File: src/rtl/filter_io_pkg.sv
// Shared definitions for the filter output interface: default widths and
// the sink control states.
package filter_io_pkg;

    localparam int NB_DEFAULT         = 10;
    localparam int DEPTH_LOG2_DEFAULT = 4;
    localparam int CNT_W_DEFAULT      = 16;

    typedef enum logic [1:0] {
        RUN    = 2'd0,
        DRAIN  = 2'd1,
        FINISH = 2'd2
    } sinkState_e;

endpackage

File: src/rtl/sink_fifo_mem.sv
// Sample storage for the data sink: a plain register array with one
// synchronous write port and one registered read port. The array itself
// carries no reset; only the read data register is cleared so the sink
// output starts at zero.
module sink_fifo_mem
    import filter_io_pkg::*;
#(
    parameter int Nb         = NB_DEFAULT,
    parameter int DEPTH_LOG2 = DEPTH_LOG2_DEFAULT
) (
    input  logic                  clk_i,
    input  logic                  rstN_i,
    input  logic                  wrEn_i,
    input  logic [DEPTH_LOG2-1:0] wrAddr_i,
    input  logic [Nb-1:0]         wrData_i,
    input  logic                  rdEn_i,
    input  logic [DEPTH_LOG2-1:0] rdAddr_i,
    output logic [Nb-1:0]         rdData_o
);

    localparam int DEPTH = 1 << DEPTH_LOG2;

    logic [Nb-1:0] mem_q [DEPTH];
    logic [Nb-1:0] rdData_q;

    // Store an accepted sample at the write address.
    always_ff @(posedge clk_i) begin
        if (wrEn_i) begin
            mem_q[wrAddr_i] <= wrData_i;
        end
    end

    // Capture the head entry on an accepted read, otherwise hold the last value.
    always_ff @(posedge clk_i) begin
        if (!rstN_i) begin
            rdData_q <= '0;
        end else if (rdEn_i) begin
            rdData_q <= mem_q[rdAddr_i];
        end
    end

    assign rdData_o = rdData_q;

endmodule

File: src/rtl/filter_data_sink.sv
// Receiving end of the IIR filter output: buffers every valid sample in a
// small FIFO, lets the downstream reader drain it at its own pace, counts
// accepted samples, flags drops and reports completion after end of stream.
module filter_data_sink
    import filter_io_pkg::*;
#(
    parameter int Nb         = NB_DEFAULT,
    parameter int DEPTH_LOG2 = DEPTH_LOG2_DEFAULT,
    parameter int CNT_W      = CNT_W_DEFAULT
) (
    input  logic             CLK,
    input  logic             RST_n,
    input  logic [Nb-1:0]    DIN,
    input  logic             VIN,
    input  logic             END_SIM,
    input  logic             RD_EN,
    output logic [Nb-1:0]    DOUT,
    output logic             VOUT,
    output logic             EMPTY,
    output logic             FULL,
    output logic             OVF,
    output logic [CNT_W-1:0] SAMPLE_CNT,
    output logic             DONE
);

    localparam int PTR_W = DEPTH_LOG2 + 1;

    sinkState_e       state_q, state_d;
    logic [PTR_W-1:0] wrPtr_q, wrPtr_d;
    logic [PTR_W-1:0] rdPtr_q, rdPtr_d;
    logic             empty_q, empty_d;
    logic             full_q, full_d;
    logic             ovf_q, ovf_d;
    logic             done_q, done_d;
    logic             vout_q;
    logic [CNT_W-1:0] sampleCnt_q, sampleCnt_d;
    logic             rdAcc, wrAcc, drop;

    // Accept decisions, control state and next pointer/flag values; the flags
    // are derived from the next pointers so they register alongside them.
    always_comb begin
        state_d     = state_q;
        wrPtr_d     = wrPtr_q;
        rdPtr_d     = rdPtr_q;
        ovf_d       = ovf_q;
        sampleCnt_d = sampleCnt_q;
        wrAcc       = 1'b0;
        drop        = 1'b0;
        rdAcc       = RD_EN && !empty_q;

        case (state_q)
            RUN: begin
                wrAcc = VIN && (!full_q || rdAcc);
                drop  = VIN && full_q && !rdAcc;
                if (END_SIM) begin
                    state_d = DRAIN;
                end
            end
            DRAIN: begin
                if (empty_q && !rdAcc) begin
                    state_d = FINISH;
                end
            end
            FINISH: begin
                state_d = FINISH;
            end
            default: begin
                state_d = RUN;
            end
        endcase

        if (wrAcc) begin
            wrPtr_d = wrPtr_q + PTR_W'(1);
            if (sampleCnt_q != '1) begin
                sampleCnt_d = sampleCnt_q + CNT_W'(1);
            end
        end
        if (rdAcc) begin
            rdPtr_d = rdPtr_q + PTR_W'(1);
        end
        if (drop) begin
            ovf_d = 1'b1;
        end

        empty_d = (wrPtr_d == rdPtr_d);
        full_d  = (wrPtr_d[PTR_W-1] != rdPtr_d[PTR_W-1]) &&
                  (wrPtr_d[PTR_W-2:0] == rdPtr_d[PTR_W-2:0]);
        done_d  = (state_d == FINISH);
    end

    // Control state register.
    always_ff @(posedge CLK) begin
        if (!RST_n) begin
            state_q <= RUN;
        end else begin
            state_q <= state_d;
        end
    end

    // Pointers, status flags, counter and read-valid registers.
    always_ff @(posedge CLK) begin
        if (!RST_n) begin
            wrPtr_q     <= '0;
            rdPtr_q     <= '0;
            empty_q     <= 1'b1;
            full_q      <= 1'b0;
            ovf_q       <= 1'b0;
            done_q      <= 1'b0;
            vout_q      <= 1'b0;
            sampleCnt_q <= '0;
        end else begin
            wrPtr_q     <= wrPtr_d;
            rdPtr_q     <= rdPtr_d;
            empty_q     <= empty_d;
            full_q      <= full_d;
            ovf_q       <= ovf_d;
            done_q      <= done_d;
            vout_q      <= rdAcc;
            sampleCnt_q <= sampleCnt_d;
        end
    end

    sink_fifo_mem #(
        .Nb         (Nb),
        .DEPTH_LOG2 (DEPTH_LOG2)
    ) uMem (
        .clk_i    (CLK),
        .rstN_i   (RST_n),
        .wrEn_i   (wrAcc),
        .wrAddr_i (wrPtr_q[PTR_W-2:0]),
        .wrData_i (DIN),
        .rdEn_i   (rdAcc),
        .rdAddr_i (rdPtr_q[PTR_W-2:0]),
        .rdData_o (DOUT)
    );

    assign VOUT       = vout_q;
    assign EMPTY      = empty_q;
    assign FULL       = full_q;
    assign OVF        = ovf_q;
    assign SAMPLE_CNT = sampleCnt_q;
    assign DONE       = done_q;

endmodule

File: config.mk
export PLATFORM = sky130hd
export DESIGN_NAME = filter_data_sink
export DESIGN_NICKNAME = d
export VERILOG_FILES = /design/src/rtl/filter_io_pkg.sv /design/src/rtl/sink_fifo_mem.sv /design/src/rtl/filter_data_sink.sv
export SDC_FILE = /design/constraint.sdc
export NUM_CORES = 1
export LEC_CHECK = 0
export ABC_AREA = 1
export CORE_AREA = 2 2 134 136
export DETAILED_ROUTE_END_ITERATION = 6
export DIE_AREA = 0 0 136 138
export GPL_ROUTABILITY_DRIVEN = 0
export PLACE_DENSITY = 0.67
export SYNTH_ARGS = -nofsm -noshare
export SYNTH_HDL_FRONTEND = slang
export SYNTH_SLANG_ARGS = --single-unit
File: constraint.sdc
create_clock -name CLK -period 2.2 [get_ports CLK]
set_input_delay 0.44 -clock CLK [delete_from_list [all_inputs] [get_ports CLK]]
set_output_delay 0.44 -clock CLK [all_outputs]
set_load 0.03 [all_outputs]
# Yosys cells after proc, flatten, opt, wreduce, memory -nomap -nowiden
# Memory sizes are Yosys's and may differ from the RTL's. A register that Yosys moved wholly into a read port is not among the register bits.
# Cells that the tools add are included.
# word_totals
mem_bits_rw	160
input_bits	15
latchBits	0
memories	1
romBits	0
register_bits	33
wordCells	42
# op_classes
n_mul	0
order_cmp	0
bitwise	0
n_div	0
n_mux	9
shifts	0
eq_ne	7
n_reduce_logical	13
n_addsub	3
# memory_table
name	depth	width	rd	rd_ports_with_merged_regs	wr	line	text
uMem.mem_q	16	10	1	1	1	sink_fifo_mem.sv:23	logic [Nb-1:0] mem_q [DEPTH];
# op_table
op	count
$add 16x1->16 const B	1
$ne 16x16->1 const B	1
$add 5x1->5 const B	2
$mux 5	2
$logic_and 1x1->1	6
$pmux 2 s3	1
$eq 5x5->1	1
$eq 2x2->1 const B	2
$eq 4x4->1	1
$logic_not 1->1	4
$mux 1	4
$mux 2	2
$eq 2x1->1 const B	1
$logic_not 2->1	1
$reduce_and 2->1	1
$logic_or 1x1->1	1
$ne 1x1->1	1

# Longest topological paths before layout
# depth
word_depth	8
mapped_depth	12

# Modules after synthesis
# A second synthesis with hierarchy kept.
# hier_totals
cells_unflattened	864
hier_area_um2	8705.8
# by_module_without_submodules
module	area_each_um2	seq_area_each_um2	cells_per_inst	instances
sink_fifo_mem	6924.1	5004.8	607	1
filter_data_sink	1781.7	660.6	257	1

# Worst setup path after synthesis
# OpenSTA, ideal clock, no wires.
# synth_path
kind	register to register
start	reg empty_q (netlist: EMPTY)
end	mem uMem.mem_q[12][0] (netlist name), enable pin
setup_ns	0.376
path_buffers	0
period_less_slack_ns	1.818
t_arrival_ns	1.442
path_slack_ns	0.382
path_stages_with_launch	8
path_cell_list	dfxtp_1 -> inv_2 -> nand2_4 -> nand2_4 -> nand2_4 -> inv_6 -> nand2_1 -> nor2_1
# synth_between
elab_chain_cells	7
# synth_lines
element	line	text
start: declaration	filter_data_sink.sv:31	logic empty_q, empty_d;
start signal: assignment	filter_data_sink.sv:114	empty_q <= empty_d;
$logic_not 1->1	filter_data_sink.sv:49	rdAcc = RD_EN && !empty_q;
$logic_and 1x1->1	filter_data_sink.sv:49	
$logic_or 1x1->1	filter_data_sink.sv:53	wrAcc = VIN && (!full_q || rdAcc);
$logic_and 1x1->1	filter_data_sink.sv:53	
$mux 1	filter_data_sink.sv:51	case (state_q)
$mux 1	sink_fifo_mem.sv:28	if (wrEn_i) begin
$mux 1 (not written as such)	sink_fifo_mem.sv:29	mem_q[wrAddr_i] <= wrData_i;
end: declaration	sink_fifo_mem.sv:23	
# No other way between the ends.

# Worst setup path in the final report
# layout_path
start	reg sampleCnt_q[4] (netlist: SAMPLE_CNT[4])
end	out SAMPLE_CNT[4]
# layout_rtl
element	line	text
start: declaration	filter_data_sink.sv:36	logic [CNT_W-1:0] sampleCnt_q, sampleCnt_d;
start signal: assignment	filter_data_sink.sv:119	sampleCnt_q <= sampleCnt_d;
end: declaration	filter_data_sink.sv:22	output logic [CNT_W-1:0] SAMPLE_CNT,
# No word-level cell between the ends.

==> reports/metrics.yaml <==
sta:
  tightest_slew_ps: 810
  clock_skew_ps: 8.94
  hold_slack_ps: 469
  finalCritPeriodShare_pct: 94.3
  slew_viol_final: 0
  setup_viol: 0
  relSlewSlack_pct: 45.9
  fmax_mhz: 482
  rsz0062_at_grt: "no"
  fin_crit_ps: 2080
  finalHoldViolations: 0
  finalSetupTns_ps: 0
setup_path:
  cp_num_buf_inv: 1
  required_ps: 1760
  arrival_ps: 1640
  r2r_setup_slack_ps: 260
  setup.worst_path.end_class: "output pin"
  critPathKind: "flop to output pin"
  crit_family: "buffers and inverters"
  slowest_delay_ps: 710
  path_cells: "clkdlybuf4s50_1"
  startpoint_type: "flop"
  cp_slowest_cell: "clkdlybuf4s50_1"
  path_max_fanout: 5
place:
  dp.final_hpwl_um: 13000
  io_buffers: 45
  dpl-instance-area_sq_um: 9370
clocking:
  cts_resized: 0
  path_clk_slew_ps: 60
  cts_sinks: 203
  postCtsSetupBuffers: 0
  ctsHoldBuffers: 0
  cts_buffer_depth: 3
  numCtsBuffers: 23
  cts_tree: "built"
  htree_levels: 1
  clock_latency_ps: 490
  cts-root-buf: "clkbuf_16"
global_route:
  track_usage_pct: 21.0
  grt_pass1_wl_um: 30500
  antenna_found_initial: 0
  grt_overflow: 0
  grt_pass1_vias: 5670
  grt_max_degree: 46
worst_hold_path:
  hold_class: "flop to flop"
synthesis:
  yosys_warnings: 0
  avgSynthCellArea_sq_um: 10.9
  syn_inst: 778
  synth.distinct_cells: 37
  seq_area_frac_synth_pct: 66.7
  synth_ff_type: "edfxtp_1"
  yosysTopAreaCell: "edfxtp_1"
  ys_seq_elements: 203
  yosys-top-cells-area: "edfxtp_1, dfxtp_1, nor2_1"
  synth_area_sq_um: 8490
  syn-num-nets: 799
  synth-edff-count: 160
  synth_top_area_share_pct: 56.6
  synth-async-reset-ratio_pct: 0
job:
  cap_violations: 0
drt:
  wl_per_cell_um: 18.1
  routed_wl_um: 19900
  initialDrtViolationCount: 481
  drc: 0
  final_antenna_net_count: 0
  via_per_inst: 5.55
  routed-via-count: 6085
  first_pass_iters: 4
power_and_ir_drop:
  power.density_nw_per_um2: 855
  p_leak_uw: 0.00352
  peakVddDrop_mv: 0.565
floorplan:
  fp.dieArea_sq_um: 18800
  dieWidth_um: 136
  fp.dieH_um: 138
  rows: 49
  start_util_pct: 48.4
  num_io_pins: 46
  core-area_sq_um: 17500
cells_and_area:
  nets: 872
  post-route-cell-area_sq_um: 10000
  syn_to_final_growth_pct: 18.3
  diodes: 0
  layout-drive-gt1-share_pct: 10.8
outcome:
  status: "finished clean"
## metrics by stage
stage	setup WS, ps	cells	utilization, %	power (uW)
after floorplan	382	778	-	4870
after global placement	70.0	1055	53.4	5190
after detailed placement	22.6	1055	53.4	5210
after CTS	110	1096	57.3	8650
after global routing	78.2	1096	57.3	8900
final	124	1096	57.3	8590
## power breakdown
part	internal [uW]	total (uW)	switching (uW)
registers	4220	4260	46.0
clock network	2040	3450	1410
logic	296	872	576
## final cells by class
cell class                 instances  area (sq um)
clock inverter                    10          76.3
clock buffer                      31           606
inverter                          45           174
sequential                       203          5670
tap                              229           287
timing repair buffer              86           808
multi-input combinational        492          2430
fill                            1492          7490
## Yosys cell counts (3+ instances only)
master and instances:
o21ai_1 7, o211ai_1 20, nor2_1 135, xor2_1 6, o221ai_1 6, o22ai_1 17
o21ai_2 3, o21ai_0 90, inv_2 3, buf_6 7, inv_1 40, edfxtp_1 160
dfxtp_1 43, ha_1 6, nor3_1 10, a21oi_1 33, nor2_2 3, clkbuf_1 17
buf_2 10, nand2_1 107, nand3_1 26, nand2_4 4, xnor2_1 4, buf_4 4
## flip-flops by register name (all words and copies together), names as in the netlist
signal	count
state_q	2
uMem.rdData_o	10
SAMPLE_CNT	16
FULL	1
DONE	1
VOUT	1
EMPTY	1
uMem.mem_q	160
OVF	1
wrPtr_q	5
rdPtr_q	5
## cell usage in the layout, fill, tap and decap left out, drive strengths merged
cell	instances
o22ai	17
bufinv	1
o221ai	6
and3	1
buf	41
nor3b	2
a21oi	33
nor2	139
nand3	28
ha	6
nand2	113
clkinvlp	2
xor2	6
clkdlybuf4s50	45
clkbuf	31
edfxtp	160
nand4	2
a211oi	1
o211ai	20
clkinv	8
nor3	11
inv	44
dfxtp	43
nand3b	1
or2	1
xnor2	4
o21ai	100
o21a	1
## logic make-up (layout without fill, tap and decap cells)
| logic type | count (synthesis) | count (layout) | share of synthesized area (%) |
|---|---|---|---|
| AOI/OAI and AO/OA | 178 | 178 | 11.8 |
| DFF | 203 | 203 | 66.7 |
| adders and majority gates | 6 | 6 | 0.884 |
| buffers and inverters | 83 | 172 | 4.67 |
| xor gates and xnor gates | 10 | 10 | 1.03 |
| and+or+nand+nor | 298 | 298 | 14.9 |
## metal layers
metal | GRT usage, % | up-vias | wire length (um)
met5 | 0 | - | 0
met4 | 7.18 | 0 | 584
met3 | 3.12 | 42 | 1320
met2 | 32.5 | 237 | 9150
met1 | 30.5 | 2940 | 8800
li1 | - | 2866 | -
## worst paths after layout
path                                            startpoint                       endpoint  cells past startpoint
worst max-delay path            SAMPLE_CNT[4]$_SDFFE_PN0P_                  SAMPLE_CNT[4]                      1
worst min-delay path                      OVF$_SDFFE_PN0P_               OVF$_SDFFE_PN0P_                      1
worst max register to register       rdPtr_q[1]$_SDFF_PN0_  uMem.rdData_o[9]$_SDFFE_PN0N_                      5
worst min register to register            OVF$_SDFFE_PN0P_               OVF$_SDFFE_PN0P_                      1
Note: power is estimated with default switching activity, not from simulation.
